$ cat config.mk
export PLATFORM = sky130hd
export DESIGN_NAME = camera_emulator
export DESIGN_NICKNAME = d
export VERILOG_FILES = /design/src/rtl/camera_pkg.sv /design/src/rtl/camera_pattern_gen.sv /design/src/rtl/camera_emulator.sv
export SDC_FILE = /design/constraint.sdc
export NUM_CORES = 1
export LEC_CHECK = 0
export CORE_MARGIN = 2
export CORE_UTILIZATION = 25
export DETAILED_ROUTE_END_ITERATION = 8
export PLACE_DENSITY = 0.48
export SETUP_SLACK_MARGIN = 0.4
export SLEW_MARGIN = 20
export SYNTH_ARGS = -nofsm -noshare
export SYNTH_HDL_FRONTEND = slang
export SYNTH_HIERARCHICAL = 1
export SYNTH_SLANG_ARGS = --single-unit
$ cat constraint.sdc
create_clock -name PIXCLK -period 4 [get_ports PIXCLK]
set_input_delay 0.8 -clock PIXCLK [delete_from_list [all_inputs] [get_ports PIXCLK]]
set_output_delay 0.8 -clock PIXCLK [all_outputs]
set_load 0.03 [all_outputs]
$ cat src/rtl/camera_pkg.sv
// Shared encodings for the MT9V034 transmit-side emulator: FSM states, pattern codes,
// and the noise LFSR constants used when CAMERA_EMULATOR_NOISE_EN is defined.
package camera_pkg;

    typedef enum logic [2:0] {
        ST_IDLE   = 3'd0,
        ST_LEAD   = 3'd1,
        ST_ACTIVE = 3'd2,
        ST_HBLK   = 3'd3,
        ST_VBLK   = 3'd4
    } cam_state_t;

    localparam logic [1:0]  PATTERN_RAMP    = 2'd0;
    localparam logic [1:0]  PATTERN_TAG     = 2'd1;
    localparam logic [1:0]  PATTERN_CHECKER = 2'd2;
    localparam logic [1:0]  PATTERN_FLAT    = 2'd3;
    localparam logic [9:0]  FLAT_GREY       = 10'h200;

    // Taps at bits 15,13,12,10 realise x^16+x^14+x^13+x^11+1
    localparam logic [15:0] LFSR_SEED = 16'hACE1;
    localparam logic [15:0] LFSR_TAPS = 16'hB400;

    function automatic logic [15:0] lfsr_next(input logic [15:0] cur);
        return {cur[14:0], ^(cur & LFSR_TAPS)};
    endfunction

endpackage

$ cat src/rtl/camera_pattern_gen.sv
// Synthetic pixel source: maps (line, column, latched pattern select) to a 10-bit pixel.
module camera_pattern_gen
    import camera_pkg::*;
#(
    parameter int COLUMNS = 752,
    parameter int COL_W   = 10,
    parameter int LINE_W  = 9
) (
    input  logic [LINE_W-1:0] line,
    input  logic [COL_W-1:0]  col,
    input  logic [1:0]        sel,
    output logic [9:0]        pixel
);

    logic [9:0] ramp_s;
    logic [7:0] tag_s;

    // Arithmetic is carried out at the truncated widths, which is exact modulo 1024 / 256
    always_comb begin
        ramp_s = 10'(line) * 10'(COLUMNS) + 10'(col);
        tag_s  = (8'(line) + 8'd1) * 8'd10 + 8'(col) + 8'd1;
        case (sel)
            PATTERN_RAMP:    pixel = ramp_s;
            PATTERN_TAG:     pixel = {tag_s, 2'b00};
            PATTERN_CHECKER: pixel = (line[0] ^ col[0]) ? 10'h3FF : 10'h000;
            PATTERN_FLAT:    pixel = FLAT_GREY;
            default:         pixel = 10'h000;
        endcase
    end

endmodule

$ cat src/rtl/camera_emulator.sv
// MT9V034 parallel-bus transmitter: FRAME_VALID/LINE_VALID/DATA_OUT timing plus frame counter.
// Optional `CAMERA_EMULATOR_NOISE_EN adds LFSR dither on DATA_OUT[1:0].
module camera_emulator
    import camera_pkg::*;
#(
    parameter int COLUMNS = 752,
    parameter int LINES   = 480,
    parameter int H_BLANK = 94,
    parameter int V_BLANK = 45,
    parameter int FV_LEAD = 1
) (
    input  logic       PIXCLK,
    input  logic       RESET_N,
    input  logic       ENABLE,
    input  logic [1:0] PATTERN_SEL,
    output logic       FRAME_VALID,
    output logic       LINE_VALID,
    output logic [9:0] DATA_OUT,
    output logic [7:0] FRAME_COUNT
);

    localparam int COL_W   = (COLUMNS > 1) ? $clog2(COLUMNS) : 1;
    localparam int LINE_W  = (LINES > 1) ? $clog2(LINES) : 1;
    localparam int BLK_MAX = (H_BLANK > V_BLANK) ?
                             ((H_BLANK > FV_LEAD) ? H_BLANK : FV_LEAD) :
                             ((V_BLANK > FV_LEAD) ? V_BLANK : FV_LEAD);
    localparam int CNT_W   = (BLK_MAX > 1) ? $clog2(BLK_MAX) : 1;

    localparam logic [COL_W-1:0]  COL_LAST  = COL_W'(COLUMNS - 1);
    localparam logic [LINE_W-1:0] LINE_LAST = LINE_W'(LINES - 1);
    localparam logic [CNT_W-1:0]  LEAD_LAST = CNT_W'(FV_LEAD - 1);
    localparam logic [CNT_W-1:0]  HB_LAST   = CNT_W'(H_BLANK - 1);
    localparam logic [CNT_W-1:0]  VB_LAST   = CNT_W'(V_BLANK - 1);

    cam_state_t        state_r, state_s;
    logic [COL_W-1:0]  col_r, col_s;
    logic [LINE_W-1:0] line_r, line_s;
    logic [CNT_W-1:0]  cnt_r, cnt_s;
    logic [1:0]        sel_r, sel_s;
    logic              fv_s, lv_s;
    logic [9:0]        pixel_s, data_s;

    camera_pattern_gen #(
        .COLUMNS (COLUMNS),
        .COL_W   (COL_W),
        .LINE_W  (LINE_W)
    ) u_pattern (
        .line  (line_r),
        .col   (col_r),
        .sel   (sel_r),
        .pixel (pixel_s)
    );

    // Next-state and counter decisions; ENABLE only matters in IDLE and at the end of VBLK
    always_comb begin
        state_s = state_r;
        col_s   = col_r;
        line_s  = line_r;
        cnt_s   = cnt_r;
        sel_s   = sel_r;
        case (state_r)
            ST_IDLE: begin
                if (ENABLE) begin
                    state_s = ST_LEAD;
                    cnt_s   = '0;
                    sel_s   = PATTERN_SEL;
                end else begin
                    state_s = ST_IDLE;
                end
            end
            ST_LEAD: begin
                if (cnt_r == LEAD_LAST) begin
                    state_s = ST_ACTIVE;
                    cnt_s   = '0;
                    col_s   = '0;
                end else begin
                    cnt_s = cnt_r + 1'b1;
                end
            end
            ST_ACTIVE: begin
                if (col_r == COL_LAST) begin
                    state_s = ST_HBLK;
                    col_s   = '0;
                    cnt_s   = '0;
                end else begin
                    col_s = col_r + 1'b1;
                end
            end
            ST_HBLK: begin
                if (cnt_r == HB_LAST) begin
                    cnt_s = '0;
                    if (line_r == LINE_LAST) begin
                        state_s = ST_VBLK;
                        line_s  = '0;
                    end else begin
                        state_s = ST_ACTIVE;
                        line_s  = line_r + 1'b1;
                    end
                end else begin
                    cnt_s = cnt_r + 1'b1;
                end
            end
            ST_VBLK: begin
                if (cnt_r == VB_LAST) begin
                    cnt_s = '0;
                    if (ENABLE) begin
                        state_s = ST_LEAD;
                        sel_s   = PATTERN_SEL;
                    end else begin
                        state_s = ST_IDLE;
                    end
                end else begin
                    cnt_s = cnt_r + 1'b1;
                end
            end
            default: begin
                state_s = ST_IDLE;
                col_s   = '0;
                line_s  = '0;
                cnt_s   = '0;
            end
        endcase
    end

    // State and position registers
    always_ff @(posedge PIXCLK or negedge RESET_N) begin
        if (!RESET_N) begin
            state_r <= ST_IDLE;
            col_r   <= '0;
            line_r  <= '0;
            cnt_r   <= '0;
            sel_r   <= PATTERN_RAMP;
        end else begin
            state_r <= state_s;
            col_r   <= col_s;
            line_r  <= line_s;
            cnt_r   <= cnt_s;
            sel_r   <= sel_s;
        end
    end

    assign fv_s = (state_r == ST_LEAD) || (state_r == ST_ACTIVE) || (state_r == ST_HBLK);
    assign lv_s = (state_r == ST_ACTIVE);

`ifdef CAMERA_EMULATOR_NOISE_EN
    logic [15:0] lfsr_r;

    // Dither source steps once per emitted pixel
    always_ff @(posedge PIXCLK or negedge RESET_N) begin
        if (!RESET_N) begin
            lfsr_r <= LFSR_SEED;
        end else if (state_r == ST_ACTIVE) begin
            lfsr_r <= lfsr_next(lfsr_r);
        end else begin
            lfsr_r <= lfsr_r;
        end
    end

    assign data_s = lv_s ? (pixel_s ^ {8'h00, lfsr_r[1:0]}) : 10'h000;
`else
    assign data_s = lv_s ? pixel_s : 10'h000;
`endif

    // Bus outputs lag the state by one cycle; the frame counter steps as FRAME_VALID falls
    always_ff @(posedge PIXCLK or negedge RESET_N) begin
        if (!RESET_N) begin
            FRAME_VALID <= 1'b0;
            LINE_VALID  <= 1'b0;
            DATA_OUT    <= 10'h000;
            FRAME_COUNT <= 8'h00;
        end else begin
            FRAME_VALID <= fv_s;
            LINE_VALID  <= lv_s;
            DATA_OUT    <= data_s;
            FRAME_COUNT <= (FRAME_VALID && !fv_s) ? FRAME_COUNT + 8'h01 : FRAME_COUNT;
        end
    end

endmodule

* Word-level counts from Yosys, hierarchy flattened
Cells that the tools add are included.
Cells by class: equality and inequality tests 16, bitwise gates (word level) 3, reductions and logical operators 15, add/subtract/negate cells 8, multiply operators 2, multiplexer cells 25
Operator list (number):
- 10-bit 2-to-1 mux | 4
- 10-bit case mux with 4 select lines | 1
- 7-bit 2-to-1 mux | 5
- 7-bit case mux with 5 select lines | 1
- 10-bit case mux with 3 select lines | 1
- 8-bit by 1-bit adder with 8-bit output, second input constant | 3
- 9-bit 2-to-1 mux | 2
- 9-bit case mux with 2 select lines | 1
- 3-bit 2-to-1 mux | 5
- 3-bit case mux with 5 select lines | 1
- 10-bit by 1-bit adder with 10-bit output, second input constant | 1
- 10-bit adder | 1
- 10-bit == test, second input constant | 1
- 9-bit by 1-bit adder with 9-bit output, second input constant | 1
- 9-bit == test, second input constant | 1
- 9-bit by 6-bit multiplier with 6-bit output, second input constant | 1
- 8-bit adder | 1
- 8-bit by 3-bit multiplier with 7-bit output, second input constant | 1
- 2-bit != test, second input constant | 4
- 2-bit AND reduction | 4
- 7-bit by 1-bit adder with 7-bit output, second input constant | 1
- 7-bit by 6-bit == test with 1-bit output, second input constant | 1
- 7-bit == test, second input constant | 1
- 7-bit logical NOT | 1
- 20 further kinds | 25
Word-level totals: input bits 5, output and inout port bits 20, flip-flop bits (word level) 51, word-level logic and storage cells 78

* Logic depth before layout (Yosys ltp)
word-level depth 6, depth in mapped cells 15, mapped depth without buffers 14

* Modules after synthesis
Netlist, hierarchy kept.
Modules (own cells, without submodules):
- camera_emulator | cells an instance 255, area an instance 2667.6 um2, times used 1, sequential area each 1276.2 um2
- camera_pattern_gen | cells an instance 137, area an instance 1172.4 um2, times used 1, sequential area each 0.0 um2

* Worst setup path after synthesis
No wires, ideal clock.
path type reg-to-reg, from register line_r[2], to register DATA_OUT[9], required time 3881 ps, buffers on the path 0, data arrival time 3385 ps, library setup time 119 ps, stages on the path, launching flop included 13, clock period less this slack 3504 ps, setup slack 496 ps, cell sequence dfrtp_1 fa_1 ha_1 inv_1 fa_1 fa_1 inv_1 ha_1 a21oi_1 xnor2_1 nor2_1 o32a_1 and2_1
On the way: word-level cells in the longest chain between the ends 6, elaborated cells between the ends (all ways) 8, those cells by class add/sub: 4; mul: 2; mux: 2
RTL lines:
- from (decl) | RTL line camera_emulator.sv:37 | logic [LINE_W-1:0] line_r, line_s;
- from (signal assigned) | RTL line camera_emulator.sv:136 | line_r <= line_s;
- 8-bit by 1-bit adder with 8-bit output | RTL line camera_pattern_gen.sv:21 | tag_s = (8'(line) + 8'd1) * 8'd10 + 8'(col) + 8'd1;
- 8-bit by 3-bit multiplier with 7-bit output | RTL line camera_pattern_gen.sv:21
- 8-bit adder | RTL line camera_pattern_gen.sv:21
- 8-bit by 1-bit adder with 8-bit output | RTL line camera_pattern_gen.sv:21
- 10-bit case mux with 4 select lines * | RTL line camera_pattern_gen.sv:22 | case (sel)
- named net pixel_s[9] | RTL line camera_emulator.sv:41 | logic [9:0] pixel_s, data_s;
- 10-bit 2-to-1 mux * | RTL line camera_emulator.sv:161 | assign data_s = lv_s ? pixel_s : 10'h000;
- named net data_s[9] | RTL line camera_emulator.sv:41
- to (signal assigned) | RTL line camera_emulator.sv:174 | DATA_OUT <= data_s;
- to (decl) | RTL line camera_emulator.sv:18 | output logic [9:0] DATA_OUT,
The timed path passes the listed nets; every way through them passes the cells marked *. A chain may end at the register's enable or synchronous reset.

* Worst setup path in the final report
Ends and elaborated chain as after synthesis.

==> results by group <==
Worst setup path
  • Startpoint types: flip-flop
  • Worst Path Buf+Inv: 2
  • Crit path DAT: 3.59 ns
  • Family with the most delay on the worst path: adder cells
  • Critical Path End Type: flip-flop
  • Max stage delay on crit path: 0.57 ns
  • Kind of critical path: reg -> reg
  • CP max-delay cell: fa_2
  • Critical path, cell by cell: fa_1 -> ha_1 -> inv_1 -> fa_1 -> fa_2 -> inv_1 -> ha_4 -> a21oi_2 -> xnor2_1 -> nor2_1 -> o32a_1 -> and2_1
  • Max Fanout on Critical Path: 3
  • Worst Path Required: 4.19 ns

Yosys
  • Sequential share of the synthesized area: 0.332
  • Primary FF master, synth: dfrtp_1
  • Compound-cell area share of the yosys netlist: 0.181
  • Synth Area per Inst: 9.80 um^2
  • Post-Synth Adder-Cell Area: 0.149
  • Syn_nets: 438
  • Ys Warns: 6
  • Asr flop ratio synth: 1.00
  • Synthesized flop and latch total: 51
  • Area of the mapped netlist: 3840 um^2
  • Synth unique cells: 72
  • Largest family of logic cells by synthesized area: simple AND/OR/NAND/NOR gates
  • Yosys top cell by area: dfrtp_1
  • Synth Area in XOR/XNOR: 0.0844
  • Gate Count Post-Synth: 392
  • Top cells by count, synth: dfrtp_1, ha_1, xnor2_1
  • Count leader, synth: dfrtp_1
  • Share of the synthesized area in the top cell type: 0.332
  • Top cells by area, synth: dfrtp_1, ha_1, xnor2_1
  • Synth Area in Simple Gates: 0.185
  • Post-synth EDFFs: 0
  • Fraction of synthesized area in multiplexers: 0.0209

Timing
  • Worst-Margin Slew: 1.05 ns
  • Final period util: 0.849
  • RSZ-0062 raised after global routing: false
  • Setup TNS: 0 ns
  • Fmax: 294 MHz
  • Hold Worst Slack: 0.482 ns
  • Max-slew headroom: 0.299
  • # setup viols final: 0
  • Max Clock Skew: 0.00685 ns
  • Max Slew Vio Count: 0
  • Final min period: 3.40 ns
  • Fin. Hold Viols: 0

Global routing
  • Number of global-route vias before repair: 2889
  • Global-route wire length before repair: 14500 um
  • Antenna violations before repair: 0
  • Largest net degree at the start of global routing: 34
  • GRT Total Usage: 0.110
  • Grt ovf: 0

Floorplanning
  • I/O pin count: 25
  • Die H: 128 um
  • Core area: 15100 um^2
  • Site Rows: 45
  • Starting Density: 0.254
  • Die width: 128 um
  • Total die area: 16400 um^2

Final layout
  • Ratio of cells with drive above 1 in the final layout: 0.0964
  • Ant. Diodes: 0
  • Fin nets: 461
  • Post-route cell area: 4460 um^2
  • Fillers: 1561
  • Area delta synth->final: 16.2%

Power and ir drop
  • Maximum vdd drop: 0.000192 V
  • Pwr Density: 231 nW/um^2
  • Pleak: 2.03 nW

Placed design
  • HPWL after DPL: 6480 um
  • Port bufs: 24
  • Post-DP Area: 4250 um^2
  • Placer Congestion: 0.795

Detailed routing
  • Post-DR vias/cell: 4.98
  • Antenna-violating nets left: 0
  • Vias after detailed routing: 3004
  • DRT iter0 DRCs: 172
  • Drt drc: 0
  • DR WL/cell: 14.3 um
  • TritonRoute pass-1 iters: 4
  • DRT Wirelength: 8600 um

Clocking
  • Htree depth: 2
  • TritonCTS buffer count: 5
  • Worst-path clk slew: 0.07 ns
  • Bufs on Longest Clock Path: 2
  • Clk Latency, worst-skew pair: 0.31 ns
  • Sink Count: 51
  • Hold-fix buffers, CTS: 0
  • CTS root buf: clkbuf_16
  • CTS tree: built

Min path
  • Worst hold-check path type: reg -> reg

Status
  • Status: complete, no violations

Run
  • Max Cap Viol: 0
-- power by group --
group          total (W)  switching [W]  leakage (nW)  internal [W]
clock           0.000499       0.000206        0.0759      0.000292
sequential      0.000515              0         0.648      0.000515
combinational  0.0000145      0.0000109          1.31    0.00000368
-- logic make-up (layout without fill, tap and decap cells) --
| logic type | Yosys count | in the layout |
|---|---|---|
| muxes | 7 | 7 |
| DFF | 51 | 51 |
| and+or+nand+nor | 122 | 122 |
| adders and majority gates | 41 | 41 |
| AOI/OAI and AO/OA | 95 | 95 |
| xor gates and xnor gates | 37 | 37 |
| buffers and inverters | 39 | 62 |
-- final cells by class --
class / instances / area, um^2 / share of cell area
multi-input cells: 302 / 2400 / 0.539
well taps: 188 / 235 / 0.0527
inverters: 24 / 90.1 / 0.0202
clock buffers: 5 / 125 / 0.0281
clock inverters: 2 / 37.5 / 0.00842
repair buffers: 31 / 288 / 0.0645
flip-flops and latches: 51 / 1280 / 0.287
-- registers in the layout, indices dropped and copies added (netlist names) --
register and cells:
FRAME_VALID 1, DATA_OUT 10, line_r 9, LINE_VALID 1, FRAME_COUNT 8, cnt_r 7
sel_r 2, state_r 3, col_r 10
-- worst paths after layout --
kind / startpoint / end / slack (ns) / cells after the start
max: line_r[2]$_DFFE_PN0P_ / DATA_OUT[9]$_DFF_PN0_ / 0.60 / 12
max in group asynchronous: RESET_N / line_r[1]$_DFFE_PN0P_ / 2.65 / 2
max reg2reg: line_r[2]$_DFFE_PN0P_ / DATA_OUT[9]$_DFF_PN0_ / 0.60 / 12
min in group asynchronous: RESET_N / col_r[0]$_DFFE_PN0P_ / 0.56 / 1
min: FRAME_COUNT[7]$_DFFE_PN0P_ / FRAME_COUNT[7]$_DFFE_PN0P_ / 0.48 / 1
min reg2reg: FRAME_COUNT[7]$_DFFE_PN0P_ / FRAME_COUNT[7]$_DFFE_PN0P_ / 0.48 / 1
-- metal layers --
layer,wire length [um],track usage
met5,0,0
met4,132,0.0388
met3,293,0.0238
met2,3890,0.170
met1,4290,0.153
-- timing repair --
item	in CTS	in global routing
setup endpoints to repair	1	1
hold endpoints to repair	0	0
resized for setup	1	5
pin swaps	0	5
buffers inserted	1	2
-- metrics by stage --
step	total power [W]	utilization	setup slack, ns	instances
final	0.00103	0.296	0.602	603
after floorplan	0.000526	-	0.496	392
after CTS	0.00104	0.293	0.478	601
after detailed placement	0.000541	0.282	0.316	593
after global placement	0.000541	0.282	0.364	593
after global routing	0.00106	0.296	0.401	603
-- placed cells by master (no fill, tap or decap), drive strengths merged, types with 4 or more instances in the layout --
master	n
a21o	8
a21oi	18
a31oi	12
and2	17
and3	11
and4	4
buf	8
clkbuf	5
clkdlybuf4s50	23
dfrtp	51
fa	8
ha	33
inv	23
mux2	5
nand2	22
nand2b	6
nand3	17
nand4	6
nor2	14
nor2b	6
o21ai	14
o21bai	4
o31ai	6
xnor2	26
xor2	11
No activity file was read; power rests on OpenSTA's default activity.
==> RTL change 1 (same settings) <==
The 5 states of `cam_state_t` get a one-hot encoding in 5 bits.
--- a/src/rtl/camera_pkg.sv
+++ b/src/rtl/camera_pkg.sv
@@ -3,10 +3,10 @@
 package camera_pkg;
 
-    typedef enum logic [2:0] {
-        ST_IDLE   = 3'd0,
-        ST_LEAD   = 3'd1,
-        ST_ACTIVE = 3'd2,
-        ST_HBLK   = 3'd3,
-        ST_VBLK   = 3'd4
+    typedef enum logic [4:0] {
+        ST_IDLE   = 5'b00001,
+        ST_LEAD   = 5'b00010,
+        ST_ACTIVE = 5'b00100,
+        ST_HBLK   = 5'b01000,
+        ST_VBLK   = 5'b10000
     } cam_state_t;
 
Check against the original RTL: same outputs for any inputs over 10 cycles, from zero or initial values and one cycle with RESET_N low; not proved beyond that.
==> RTL change 1 against the original RTL <==
- wire length up 4.4%
- worst setup slack worse by 0.0075 ns
- sequential share of layout area up 1.1 points
- cell area up 0.28%
- synthesized area up 0.16%
- sequential cell count up 2
- worst hold slack worse by 0.011 ns
Power is not compared: it rests on default switching activity, and its combinational part moved more than twofold at a synthesized area within 25%.
==> RTL change 1: results (changes against the original RTL) <==
CP delay by family, top=adder cells; Crit Path Category=reg2reg; Yosys warning count=6 (unchanged); Reg-to-Reg End=DATA_OUT[9]$_DFF_PN0_; max incr delay on CP=0.54 ns (-0.03 ns); min-delay src=FRAME_COUNT[7]$_DFFE_PN0P_; LEAKAGE=0.001947 uW; vias per cell=4.881 (-2.0%); Reg power frac=0.491; IO Port Bufs=24 (unchanged); Hold Path Cell Cnt=1 (unchanged); Net Sw Power=237.3 uW; GP Congestion=0.8000 (+0.59%); post-synthesis cell type count=65 (-9.7%); syn_nets=456 (+4.1%); Synth Flop Type=dfrtp_1; Tot GR Track Use=0.1173 (+0.006848); sequential area share after synthesis=0.3452 (+0.01280); Num CTS Buffers=5 (unchanged); worst slew pin tran=0.9661 ns (-0.08576 ns); slowest CP cell=fa_1; outcome=finished, final reports clean; Final period util=0.8513 (+0.001865); fin nets=481 (+4.3%); synth cell count leaders=dfrtp_1 (52), nand2_1 (34), ha_1 (33); Post-Syn Instances=410 (+4.6%); largest family of logic cells by synthesized area=simple AND/OR/NAND/NOR gates; Post-Place Setup Slack=0.4796 ns (+0.1633 ns); compound-gate portion of the synthesized area=0.1636 (-0.01786); largest net degree at the start of global routing=32 (-5.9%); share of layout cells above drive strength 1=0.09174 (-0.004642); Final Hold Slack=0.4713 ns (-0.01091 ns); Layout Cells excl Fill=624 (+3.5%); Initial DRC Count=134 (-22%); mux contribution to synthesized area=0.02212 (+0.001267); 1st-pass router iterations=4 (unchanged); Regs by FF count=DATA_OUT: 10 flops, col_r: 10 flops, line_r: 9 flops; hold path endpoint=FRAME_COUNT[7]$_DFFE_PN0P_; Hold Path Class=reg2reg; maximum fanout along the worst path=9 (+6); post-synthesis adder-cell area fraction=0.1516 (+0.002360); vias in the first global route=3,017 (+4.4%); first-pass GRT wire length=15,280 um (+5.1%); crit path launch=line_r[2]$_DFFE_PN0P_; dpl cell area=0.004259 sq mm (+0.15%); placed insts=611 (+3.0%); worst path arrival time=3.60 ns (about the same); wire per inst=14.38 um (+0.85%); Ant. Diodes=0 (unchanged); Detail Placement HPWL=6613 um (+2.1%); Max Clock Skew=0.006435 ns (-0.0004191 ns); Synth area leaders=dfrtp_1 (34%), ha_1 (11%), xnor2_1 (6.4%); Post-Synth XOR/XNOR Area=0.07970 (-0.004692); Area growth syn-to-layout=16.30%; # fillers=1,574 (+0.83%); Bufs on Longest Clock Path=2 (unchanged); reg-to-reg setup timing slack=0.59 ns; FF-to-FF path depth=13 (+1)
-- RTL change 1: cell count changes after synthesis, sizes merged, moves of 5 or more --
| cell | unedited run | this run |
|---|---|---|
| or3 | 0 | 5 |
| nor3 | 1 | 7 |
| nor2 | 14 | 25 |
| and3 | 11 | 5 |
| a31oi | 12 | 3 |
| nand2 | 22 | 35 |
| o21ai | 14 | 32 |
-- RTL change 1: worst register-to-register path, stage by stage (launching register included) --
cell and delay, ns:
dfrtp_2 0.47, buf_4 0.16, fa_1 0.50, ha_1 0.14, inv_1 0.05, fa_1 0.48, fa_1 0.55, inv_1 0.04
ha_1 0.30, a21oi_1 0.16, xnor2_1 0.13, nand2_1 0.07, o221a_1 0.12, and2_1 0.13
-- RTL change 1: layout make-up --
class,count,area share
Clock buffer,7,0.03189
Clock inverter,1,0.006713
Inverter,21,0.01762
Multi-Input combinational cell,322,0.5276
Sequential cell,53,0.2976
Tap cell,188,0.05259
Timing Repair Buffer,32,0.06601
-- RTL change 1: power by group through the flow --
stage	sequential, uW	combinational [uW]	clock (uW)
after floorplan	565	16.0	0
after global placement	557	52.8	0
after detailed placement	557	53.7	0
after CTS	547	53.7	539
after global routing	547	58.4	554
final	547	51.9	514
-- RTL change 1: layer usage --
layer  vias to the layer above  wire (um)  GRT usage
li1                       1511          -          -
met1                      1474       4239     0.1471
met2                        51       4281     0.1957
met3                        10        276    0.02421
met4                         0        178    0.05107
met5                         -          0          0
-- RTL change 1: timing repair --
| action | 4_1_cts | 5_1_grt |
|---|---|---|
| resized for setup | 0 | 3 |
| hold buffers | 0 | 0 |
| hold endpoints to repair | 0 | 0 |
| buffers inserted | 0 | 5 |
| setup endpoints to repair | 0 | 2 |
==> RTL change 2 (config.mk and constraints unchanged) <==
Without the edit above. The option `CAMERA_EMULATOR_NOISE_EN` is turned on by a define.
--- a/src/rtl/camera_emulator.sv
+++ b/src/rtl/camera_emulator.sv
@@ -1,4 +1,6 @@
 // MT9V034 parallel-bus transmitter: FRAME_VALID/LINE_VALID/DATA_OUT timing plus frame counter.
 // Optional `CAMERA_EMULATOR_NOISE_EN adds LFSR dither on DATA_OUT[1:0].
+`define CAMERA_EMULATOR_NOISE_EN
+
 module camera_emulator
     import camera_pkg::*;
Check against the original RTL: not equivalent (Yosys sat finds a counterexample within 4 cycles, from zero or initial values and one cycle with RESET_N low).
==> RTL change 2 against the original RTL <==
- cell area rose by 16%
- via count increased by 8.8%
- synthesized cell count up 17%
- sequential cell count up 16
- synthesized area grew 12%
- wire length rose by 9.5%
- worst setup slack lost 0.098 ns
- global-route usage about the same
- non-clock buffer count rose by 5
Power is not compared: it rests on default switching activity, and its combinational part moved more than twofold at a synthesized area within 25%.
==> RTL change 2: results (changes against the original RTL) <==
outcome=finished, final reports clean; dpl cell area=0.004772 sq mm (+12%); first-pass GRT wire length=16,070 um (+11%); Mapped Avg Cell Area=9.413 sq um (-3.9%); Finished Cell Area=0.005170 sq mm (+16%); syn_nets=503 (+15%); sequential area share after synthesis=0.3921 (+0.05973); min-delay src=lfsr_r[5]$_DFFE_PN1P_; fin nets=538 (+17%); seq_cells=67 (+31%); Layout Utilization=0.3096 (+0.01395); max incr delay on CP=0.45 ns (-0.12 ns); Synth Flop Type=dfrtp_1; worst path arrival time=3.72 ns (+0.13 ns); Buffers excl. clock=36 (+16%); post-synthesis adder-cell area fraction=0.1332 (-0.01602); reg-to-reg setup timing slack=0.50 ns (-0.10 ns); CLK BUF=12 (+7); Initial DRC Count=170 (-1.2%); Seq/total area=0.3274 (+0.04049); Inverters, non-clock=22 (-8.3%); Signal buf overhead=0.06292 (-0.001593); slowest CP cell=fa_1; wire per inst=13.13 um (-7.9%); compound-gate portion of the synthesized area=0.1277 (-0.05380); Post-Place Setup Slack=0.2642 ns (-0.05207 ns); Clk. pwr=806 uW; share of layout cells above drive strength 1=0.1288 (+0.03239); Via Count=3,267 (+8.8%); initial antenna violation count=0 (unchanged); H-Tree Level Count=3 (+1); largest net degree at the start of global routing=68 (+100%); # fillers=1,743 (+12%); Final Hold Slack=0.4531 ns (-0.02908 ns); vias per cell=4.556 (-8.5%); Hold Path Cell Cnt=2 (+1); GP Congestion=0.7853 (-1.3%); Post-Synth XOR/XNOR Area=0.09366 (+0.009267); Slew headroom=0.4248 (+0.1260); Synth area leaders=dfrtp_1 (34%), ha_1 (9.6%), nand2_1 (7.5%); Detail Placement HPWL=6746 um (+4.2%); Regs by FF count=lfsr_r: 16 flops, DATA_OUT: 10 flops, col_r: 10 flops; latest clock arrival within the worst-skew pair=0.33 ns (+0.02 ns); Multi-input comb cells=356 (+18%); mux contribution to synthesized area=0.01862 (-0.002238); Peak Freq=0.2860 GHz (-2.8%); FF-to-FF path depth=14 (+2); Max Clock Skew=0.006897 ns (+0.00004339 ns); synth cell count leaders=nand2_1 (86), dfrtp_1 (59), ha_1 (33); post-synthesis cell type count=62 (-14%); multi-input logic area=0.002489 sq mm (+3.5%); hold path endpoint=lfsr_r[6]$_DFFE_PN1P_; Tot GR Track Use=0.1105 (about the same); crit path capture=DATA_OUT[9]$_DFF_PN0_; placed insts=693 (+17%)
RTL change 2: changes by cell type after synthesis, moves of 7 or more:
cell / before / now
nand2_1: 21 / 86
nor2_1: 13 / 32
and2_1: 17 / 0
dfrtp_1: 51 / 59
dfstp_2: 0 / 8
o21ai_0: 12 / 19
RTL change 2: worst register-to-register path, stage by stage, from the launching register on:
cell     delay [ns]
dfrtp_2        0.43
buf_4          0.15
fa_1           0.45
ha_1           0.29
ha_1           0.29
ha_1           0.20
inv_1          0.07
fa_2           0.42
inv_1          0.11
ha_4           0.21
a21oi_2        0.13
xnor2_1        0.13
nor2_1         0.06
o32a_1         0.28
and3_1         0.16
RTL change 2: repair_timing:
item	4_1_cts	5_1_grt
pin swaps	0	4
setup endpoints to repair	1	2
gates resized for setup	3	6
setup buffers	5	3
RTL change 2: metal layers:
metal  vias up  wire length, um  track usage
li1       1642                -            -
met1      1568             4647       0.1467
met2        49             4285       0.1737
met3         8              367      0.03180
met4         0              116      0.03588
met5         -                0            0
